`src/rtl/fetch_if_id_pkg.sv`:
```
// Shared definitions for the instruction-fetch stage and its pipeline registers.
package fetch_if_id_pkg;

  typedef enum logic [1:0] {
    ST_IDLE  = 2'd0,
    ST_FETCH = 2'd1,
    ST_HOLD  = 2'd2,
    ST_DRAIN = 2'd3
  } fetch_state_e;

  localparam logic [31:0] NOP_INSTR        = 32'h0000_0000;
  localparam int          OPC_MSB          = 31;
  localparam int          OPC_LSB          = 26;
  localparam logic [31:0] RESET_PC_DEFAULT = 32'h0000_0000;

  // Sequential fetch address; wraps modulo 2^32.
  function automatic logic [31:0] pc_inc(input logic [31:0] pc);
    return pc + 32'd4;
  endfunction

endpackage

```
`src/rtl/if_id_reg.sv`:
```
// Pipeline register holding an instruction and its PC+4.
// Priority is flush > stall > load; an empty cycle only clears the valid bit.
module if_id_reg
  import fetch_if_id_pkg::*;
(
  input  logic        clk,
  input  logic        rst_n,
  input  logic        flush_i,
  input  logic        stall_i,
  input  logic        load_i,
  input  logic [31:0] instr_i,
  input  logic [31:0] pc4_i,
  output logic [31:0] instr_o,
  output logic [31:0] pc4_o,
  output logic        valid_o
);

  logic [31:0] instr_q;
  logic [31:0] pc4_q;
  logic        valid_q;

  // Register update: a flush turns the slot into a NOP but keeps its PC+4.
  always_ff @(posedge clk or negedge rst_n) begin
    if (!rst_n) begin
      instr_q <= NOP_INSTR;
      pc4_q   <= 32'h0;
      valid_q <= 1'b0;
    end else if (flush_i) begin
      instr_q <= NOP_INSTR;
      valid_q <= 1'b0;
    end else if (!stall_i) begin
      if (load_i) begin
        instr_q <= instr_i;
        pc4_q   <= pc4_i;
        valid_q <= 1'b1;
      end else begin
        valid_q <= 1'b0;
      end
    end
  end

  assign instr_o = instr_q;
  assign pc4_o   = pc4_q;
  assign valid_o = valid_q;

endmodule

```
`src/rtl/fetch_if_id.sv`:
```
// Instruction fetch with a request/ready memory handshake, a one-entry skid
// buffer for instructions returned while decode is stalled, and the IF/ID register.
//
// state    | meaning
// ---------+-----------------------------------------------------------
// ST_IDLE  | one cycle after reset, no request
// ST_FETCH | request on PC, accept data or redirect
// ST_HOLD  | skid holds one instruction, decode stalled, no request
// ST_DRAIN | redirect pending behind an outstanding request on old PC
module fetch_if_id
  import fetch_if_id_pkg::*;
#(
  parameter logic [31:0] RESET_PC = RESET_PC_DEFAULT
) (
  input  logic        clk,
  input  logic        rst_n,
  input  logic        Stall,
  input  logic        Flush,
  input  logic        PCSrc,
  input  logic [31:0] PCTarget,
  output logic        IMemReq,
  output logic [31:0] IMemAddr,
  input  logic        IMemReady,
  input  logic [31:0] IMemData,
  output logic [31:0] Instr_ID,
  output logic [31:0] PCPlus4_ID,
  output logic        Valid_ID,
  output logic [5:0]  OpCode_ID
);

  fetch_state_e state_q, state_d;
  logic [31:0]  pc_q, pc_d;
  logic [31:0]  tgt_q, tgt_d;
  logic [31:0]  skid_instr_q, skid_instr_d;
  logic [31:0]  skid_pc4_q, skid_pc4_d;
  logic [31:0]  pc_plus4;
  logic         load;
  logic [31:0]  ld_instr;
  logic [31:0]  ld_pc4;

  assign pc_plus4 = pc_inc(pc_q);

  // State register.
  always_ff @(posedge clk or negedge rst_n) begin
    if (!rst_n) state_q <= ST_IDLE;
    else        state_q <= state_d;
  end

  // Next-state: redirect wins over stall; a redirect without data must drain first.
  always_comb begin
    state_d = state_q;
    case (state_q)
      ST_IDLE:  state_d = ST_FETCH;
      ST_FETCH: begin
        if (PCSrc) begin
          if (!IMemReady) state_d = ST_DRAIN;
        end else if (IMemReady && Stall) begin
          state_d = ST_HOLD;
        end
      end
      ST_HOLD:  if (PCSrc || !Stall) state_d = ST_FETCH;
      ST_DRAIN: if (IMemReady) state_d = ST_FETCH;
      default:  state_d = ST_IDLE;
    endcase
  end

  // Outputs: memory request and the IF/ID load source (memory or skid).
  always_comb begin
    IMemReq  = (state_q == ST_FETCH) || (state_q == ST_DRAIN);
    load     = 1'b0;
    ld_instr = IMemData;
    ld_pc4   = pc_plus4;
    case (state_q)
      ST_FETCH: load = IMemReady && !PCSrc && !Stall;
      ST_HOLD: begin
        load     = !PCSrc && !Stall;
        ld_instr = skid_instr_q;
        ld_pc4   = skid_pc4_q;
      end
      default: load = 1'b0;
    endcase
  end

  // Datapath next values: PC, pending redirect target and skid capture.
  always_comb begin
    pc_d         = pc_q;
    tgt_d        = tgt_q;
    skid_instr_d = skid_instr_q;
    skid_pc4_d   = skid_pc4_q;
    case (state_q)
      ST_FETCH: begin
        if (PCSrc) begin
          if (IMemReady) pc_d  = PCTarget;
          else           tgt_d = PCTarget;
        end else if (IMemReady) begin
          pc_d = pc_plus4;
          if (Stall) begin
            skid_instr_d = IMemData;
            skid_pc4_d   = pc_plus4;
          end
        end
      end
      ST_HOLD: if (PCSrc) pc_d = PCTarget;
      ST_DRAIN: begin
        if (PCSrc)     tgt_d = PCTarget;
        if (IMemReady) pc_d  = PCSrc ? PCTarget : tgt_q;
      end
      default: pc_d = pc_q;
    endcase
  end

  // Datapath registers.
  always_ff @(posedge clk or negedge rst_n) begin
    if (!rst_n) begin
      pc_q         <= RESET_PC;
      tgt_q        <= 32'h0;
      skid_instr_q <= 32'h0;
      skid_pc4_q   <= 32'h0;
    end else begin
      pc_q         <= pc_d;
      tgt_q        <= tgt_d;
      skid_instr_q <= skid_instr_d;
      skid_pc4_q   <= skid_pc4_d;
    end
  end

  assign IMemAddr = pc_q;

  if_id_reg u_if_id (
    .clk     (clk),
    .rst_n   (rst_n),
    .flush_i (Flush),
    .stall_i (Stall),
    .load_i  (load),
    .instr_i (ld_instr),
    .pc4_i   (ld_pc4),
    .instr_o (Instr_ID),
    .pc4_o   (PCPlus4_ID),
    .valid_o (Valid_ID)
  );

  assign OpCode_ID = Instr_ID[OPC_MSB:OPC_LSB];

endmodule

```
`config.mk`:
```
export PLATFORM = sky130hd
export DESIGN_NAME = fetch_if_id
export DESIGN_NICKNAME = d
export VERILOG_FILES = /design/src/rtl/fetch_if_id_pkg.sv /design/src/rtl/if_id_reg.sv /design/src/rtl/fetch_if_id.sv
export SDC_FILE = /design/constraint.sdc
export NUM_CORES = 1
export LEC_CHECK = 0
export ABC_AREA = 1
export CORE_MARGIN = 4
export CORE_UTILIZATION = 43
export CTS_CLUSTER_DIAMETER = 150
export DETAILED_ROUTE_END_ITERATION = 10
export GPL_TIMING_DRIVEN = 0
export PLACE_DENSITY = 0.67
export SKIP_LAST_GASP = 1
export SYNTH_ARGS = -nofsm -noshare
export SYNTH_HDL_FRONTEND = slang
export SYNTH_SLANG_ARGS = --single-unit
```
`constraint.sdc`:
```
create_clock -name clk -period 3.3 [get_ports clk]
set_input_delay 0.33 -clock clk [delete_from_list [all_inputs] [get_ports clk]]
set_output_delay 0.33 -clock clk [all_outputs]
set_load 0.03 [all_outputs]
```
# Word-level counts from Yosys, hierarchy flattened
# Cells that the tools add are included.
dict set report classes {
  addsub 1
  eq_ne 12
  muxes 25
  n_bitwise 3
  reduce_logical 18
}
# cell count
set ops {}
lappend ops {{$mux 32} 13}
lappend ops {{$pmux 32 s3} 1}
lappend ops {{$pmux 32 s2} 1}
lappend ops {{$add 32x3->32 const B} 1}
lappend ops {{$ne 2x2->1 const B} 6}
lappend ops {{$reduce_and 4->1} 3}
lappend ops {{$mux 2} 5}
lappend ops {{$pmux 2 s4} 1}
lappend ops {{$ne 3x3->1 const B} 2}
lappend ops {{$reduce_and 3->1} 2}
lappend ops {{$eq 2x2->1 const B} 2}
lappend ops {{$logic_and 1x1->1} 4}
lappend ops {{$reduce_bool 2->1} 2}
lappend ops {{$mux 1} 3}
lappend ops {{$not 1->1} 3}
lappend ops {{$reduce_bool 3->1} 1}
lappend ops {{$eq 2x1->1 const B} 1}
lappend ops {{$logic_not 1->1} 2}
lappend ops {{$logic_not 2->1} 1}
lappend ops {{$logic_or 1x1->1} 2}
lappend ops {{$ne 2x1->1 const B} 1}
lappend ops {{$pmux 1 s2} 1}
lappend ops {{$reduce_and 2->1} 1}
dict set report totals {
  register_bits 195
  input_bits 70
  output_inout_bits 104
  word_cells 67
}

# Longest topological paths before layout
dict set report logic_depth {
  depth_word 7
  mapped_depth 12
}

# Modules after synthesis
# Synthesis repeated with hierarchy kept, for this count alone.
dict set report unflattened {
  cells_unflattened 1452
  area_unflattened_um2 10711.5
}
# module n_inst cells_per_inst area_each_um2
set by_module_without_submodules {}
lappend by_module_without_submodules {fetch_if_id 1 1165 7967.6}
lappend by_module_without_submodules {if_id_reg 1 287 2743.9}

# Least setup slack after synthesis
# OpenSTA, ideal clock, no wires.
dict set report synth_timing {
  path_kind {reg-to-reg}
  start {reg pc_q[2], in the netlist IMemAddr[2]}
  end {reg u_if_id.pc4_q[26], in the netlist u_if_id.pc4_o[26]}
  setup_ns 0.120
  arrival_time_ns 1.727
  path_slack_ns 1.452
  stages_incl_launch_ff 10
  path_buffers 0
  synth_period_minus_slack_ns 1.848
  path_cell_list {dfrtp_1 ha_1 nand2_1 nor2_4 nand2_4 nor2_4 nand3_1 and2_1 o21ai_1 nand2_1}
}
dict set report synth_via {
  elab_chain_cells 2
}
# item line
set synth_lines {}
lappend synth_lines {{start, declared} fetch_if_id.sv:32} ;# logic [31:0] pc_q, pc_d;
lappend synth_lines {{start signal, assigned} fetch_if_id.sv:120} ;# pc_q <= pc_d;
lappend synth_lines {{$add 32x3->32} fetch_if_id_pkg.sv:18} ;# return pc + 32'd4;
lappend synth_lines {{$mux 32} fetch_if_id.sv:73} ;# case (state_q)
lappend synth_lines {{end signal, assigned} if_id_reg.sv:34} ;# pc4_q <= pc4_i;
lappend synth_lines {{end, declared} if_id_reg.sv:19} ;# logic [31:0] pc4_q;
# No other way between the ends.
# A chain may end at the register's enable or synchronous reset.

# Worst setup path in the final report
dict set report layout_timing {
  start {reg state_q[0]}
  end {reg u_if_id.pc4_q[4], in the netlist u_if_id.pc4_o[4]}
}
dict set report layout_via {
  elab_chain_cells 3
}
# item line
set layout_lines {}
lappend layout_lines {{start, declared} fetch_if_id.sv:31} ;# fetch_state_e state_q, state_d;
lappend layout_lines {{start signal, assigned} fetch_if_id.sv:46} ;# else state_q <= state_d;
lappend layout_lines {{$eq 2x2->1 or $eq 2x1->1 (tied branches)} fetch_if_id.sv:73}
lappend layout_lines {{$pmux 1 s2} fetch_if_id.sv:73}
lappend layout_lines {{$reduce_and 3->1 (no source line)} --}
# Several ways; a longest one is shown, not always the timed one.

==> reports/results.tsv <==
stage	metric	value	unit
run_status	status	completed	
yosys	synth_seq_cells	195	
yosys	syn_area_per_cell	7.43	µm²
yosys	yosysSeqAreaShare	47.5	%
timing	fmax	401	MHz
setup_path	critPathKind	reg2reg	
power	p_int	6.65	mW
worst_hold_path	worstHoldPathType	in2async	
die	chipHeight	163	µm
power	pwr-share-comb	48.9	%
cts	clkTransAtPathRegs	0.09	ns
yosys	netlist_area	10300	µm²
cells_and_area	diodes	0	
placed_design	gp_congestion	0.881	
grt	grt_usage	24.1	%
setup_path	timing.rr.start	state_q[0]	
setup_path	worst_path_max_delay_cell	clkbuf_1	
die	dieArea	26400	µm²
timing	slew_headroom	55.6	%
placed_design	dpl_cell_area	12400	µm²
setup_path	crit_fanout	10	
cts	cts.sinks	195	
yosys	yosysMostFrequentCell	nand2_1	
setup_path	crit_path_end_kind	flip-flop	
die	io_pins	174	
grt	grt_antenna_before_repair	0	
power	switching_share	46.4	%
yosys	synthArstFlopShare	100	%
die	core	23500	µm²
route	num_vias	9903	
cts	htreeDepth	4	
route	drc	0	
setup_path	regToRegSetupSlack	0.80	ns
timing	clock_skew	0.0136	ns
yosys	synth.distinct_cells	33	
route	wl_per_cell	16.5	µm
setup_path	worst-r2r-cell-count	7	
yosys	yosys_warnings	0	
die	initial_core_util	43.8	%
yosys	synth_area_leaders	dfrtp_1 (47%), nand2_1 (14%), o21ai_0 (13%)	
setup_path	crit_family	buffers and inverters	
route	wl_met1	14500	µm
power	peakVddDrop	0.429	mV
cts	clockBufferDepth	2	
cts	worstSkewPairLatency	0.44	ns
placed_design	numPortBuffers	173	
cts	cts-resized-gates	0	
cells_and_area	final_cell_area	13100	µm²
placed_design	dpl.hpwl	24100	µm
route	final_antenna_net_count	0	
route	finalWirelength	31600	µm
timing	worstMarginPinSlew	0.666	ns
cts	numCtsBuffers	17	
yosys	synthCells	1384	
setup_path	critPathMaxStageDelay	0.49	ns
job	max_cap_viol_count	0	
setup_path	r2r-end	u_if_id.pc4_o[4]	
cells_and_area	drive_gt1_share	5.41	%
cells_and_area	area_growth	27.2	%
power	clkPwrFrac	17.2	%
timing	grt_setup_unrepaired	no	
placed_design	placed_cells	1877	
yosys	synth_top_flop_cell	dfrtp_1	
cells_and_area	finalNetCount	1653	
setup_path	crit_path_start_kind	flip-flop	
yosys	syn_nets	1459	
route	dr_wl_met3	1930	µm
power	power_density	950	nW/µm²
setup_path	crit_arrival	2.86	ns
power	leakagePower	6.02	nW
route	wl_met2	14700	µm
timing	final_hold_viol_count	0	
timing	slew_violations	0	
timing	post-route-period-util	75.7	%
route	firstDrtPassIters	5	
yosys	yosys.area.top_type	dfrtp_1	
grt	grt_max_degree	115	
setup_path	path_cells	inv_1, ha_1, inv_1, clkbuf_1, clkbuf_1, o21ai_0, o21ai_0	
route	drtIter0Drc	919	
grt	gr-total-overflow	0	
timing	post-route-min-period	2.50	ns
cells_and_area	final_cells	1910	
power	power_frac_seq	33.9	%
yosys	synth_common_cells	nand2_1 (387), o21ai_0 (269), dfrtp_1 (195)	
cells_and_area	fill_cells	2226	
yosys	synth_top_cell_area_share	47.5	%
setup_path	crit_required	3.66	ns
route	routed_via_density	5.18	
setup_path	critPathBufInv	4	
yosys	synth_edf_count	0	
cts	cts_tree	yes	
timing	finalSetupViolCount	0	
route	routed.top_layer	met4	
grt	grt_pass1_vias	9500	
grt	grt_pass1_wl	50900	µm
cts	root_buffer	clkbuf_16	
die	fp.dieW	163	µm
die	rows	56	
power	power_switching	5.77	mW
-- metal layers --
layer	GRT usage [%]	vias up
met5	0	-
met4	6.37	0
met3	3.80	31
met2	39.2	336
met1	34.0	4700
li1	-	4836
-- state kept, by name, summed over array words and instances (netlist names) --
signal	flops
u_if_id.pc4_o	32
state_q	2
skid_pc4_q	32
IMemAddr	32
u_if_id.instr_o	32
u_if_id.valid_o	1
tgt_q	32
skid_instr_q	32
-- kinds of logic after synthesis --
kind of cell | Yosys count | synth area share [%]
buf+inv | 224 | 9.02
compound gates | 373 | 18.7
simple gates | 574 | 22.9
flops | 195 | 47.5
xor+xnor | 13 | 1.33
fa+ha+maj | 5 | 0.609
-- power groups by stage --
stage | clock [mW] | sequential, mW | combinational [mW]
floorplan | 0 | 4.85 | 3.06
global placement | 0 | 4.22 | 5.95
detailed placement | 0 | 4.24 | 6.04
CTS | 2.17 | 4.20 | 6.08
global route | 2.25 | 4.33 | 6.74
finish | 2.14 | 4.21 | 6.08
-- timing repair --
| item | in CTS | in global routing |
|---|---|---|
| buffers inserted | 0 | 0 |
| hold buffers | 1 | 0 |
| hold endpoints to repair | 81 | 0 |
-- placed cells by master (no fill, tap or decap), types with 11 or more instances in the layout --
cell,count
buf_4,11
nand2_1,387
buf_2,15
a21oi_1,73
a31oi_1,11
clkbuf_16,17
inv_1,135
clkdlybuf4s50_1,172
dfrtp_1,195
o21ai_0,269
clkbuf_1,50
nand3_1,50
nor2_1,106
-- stage by stage --
stage	TNS (ns)	utilization (%)	total power, mW	setup WS [ns]	hold WS, ns
after floorplan	0	-	7.90	1.45	0.0344
after global placement	-1259.11	52.9	10.2	-6.48	0.463
after detailed placement	0	53.0	10.3	0.841	0.357
after CTS	0	55.7	12.4	0.822	0.470
after global routing	0	55.7	13.3	0.639	0.491
final	0	55.7	12.4	0.803	0.449
-- final cells by class --
cell class                 instances  area (µm²)  share of cell area (%)
timing repair buffer             175        1770                    13.6
inverter                         139         522                    3.99
tap                              319         399                    3.05
buffer                            85         405                    3.10
sequential                       195        4880                    37.3
multi-input combinational        965        4470                    34.2
clock inverter                    15         196                    1.50
clock buffer                      17         425                    3.25
-- how the worst max path moves through the flow --
stage | start | depth (start not counted) | slack (ns) | endpoint
floorplan | IMemAddr[2] | 9 | 1.45 | u_if_id.pc4_o[26]
global placement | rst_n | 1 | -6.48 | tgt_q[18]
detailed placement | state_q[0] | 7 | 0.84 | u_if_id.pc4_o[4]
CTS | state_q[0] | 7 | 0.82 | u_if_id.pc4_o[4]
global route | state_q[0] | 9 | 0.64 | u_if_id.pc4_o[27]
finish | state_q[0] | 7 | 0.80 | u_if_id.pc4_o[4]
Note: power is estimated with default switching activity, not from simulation.
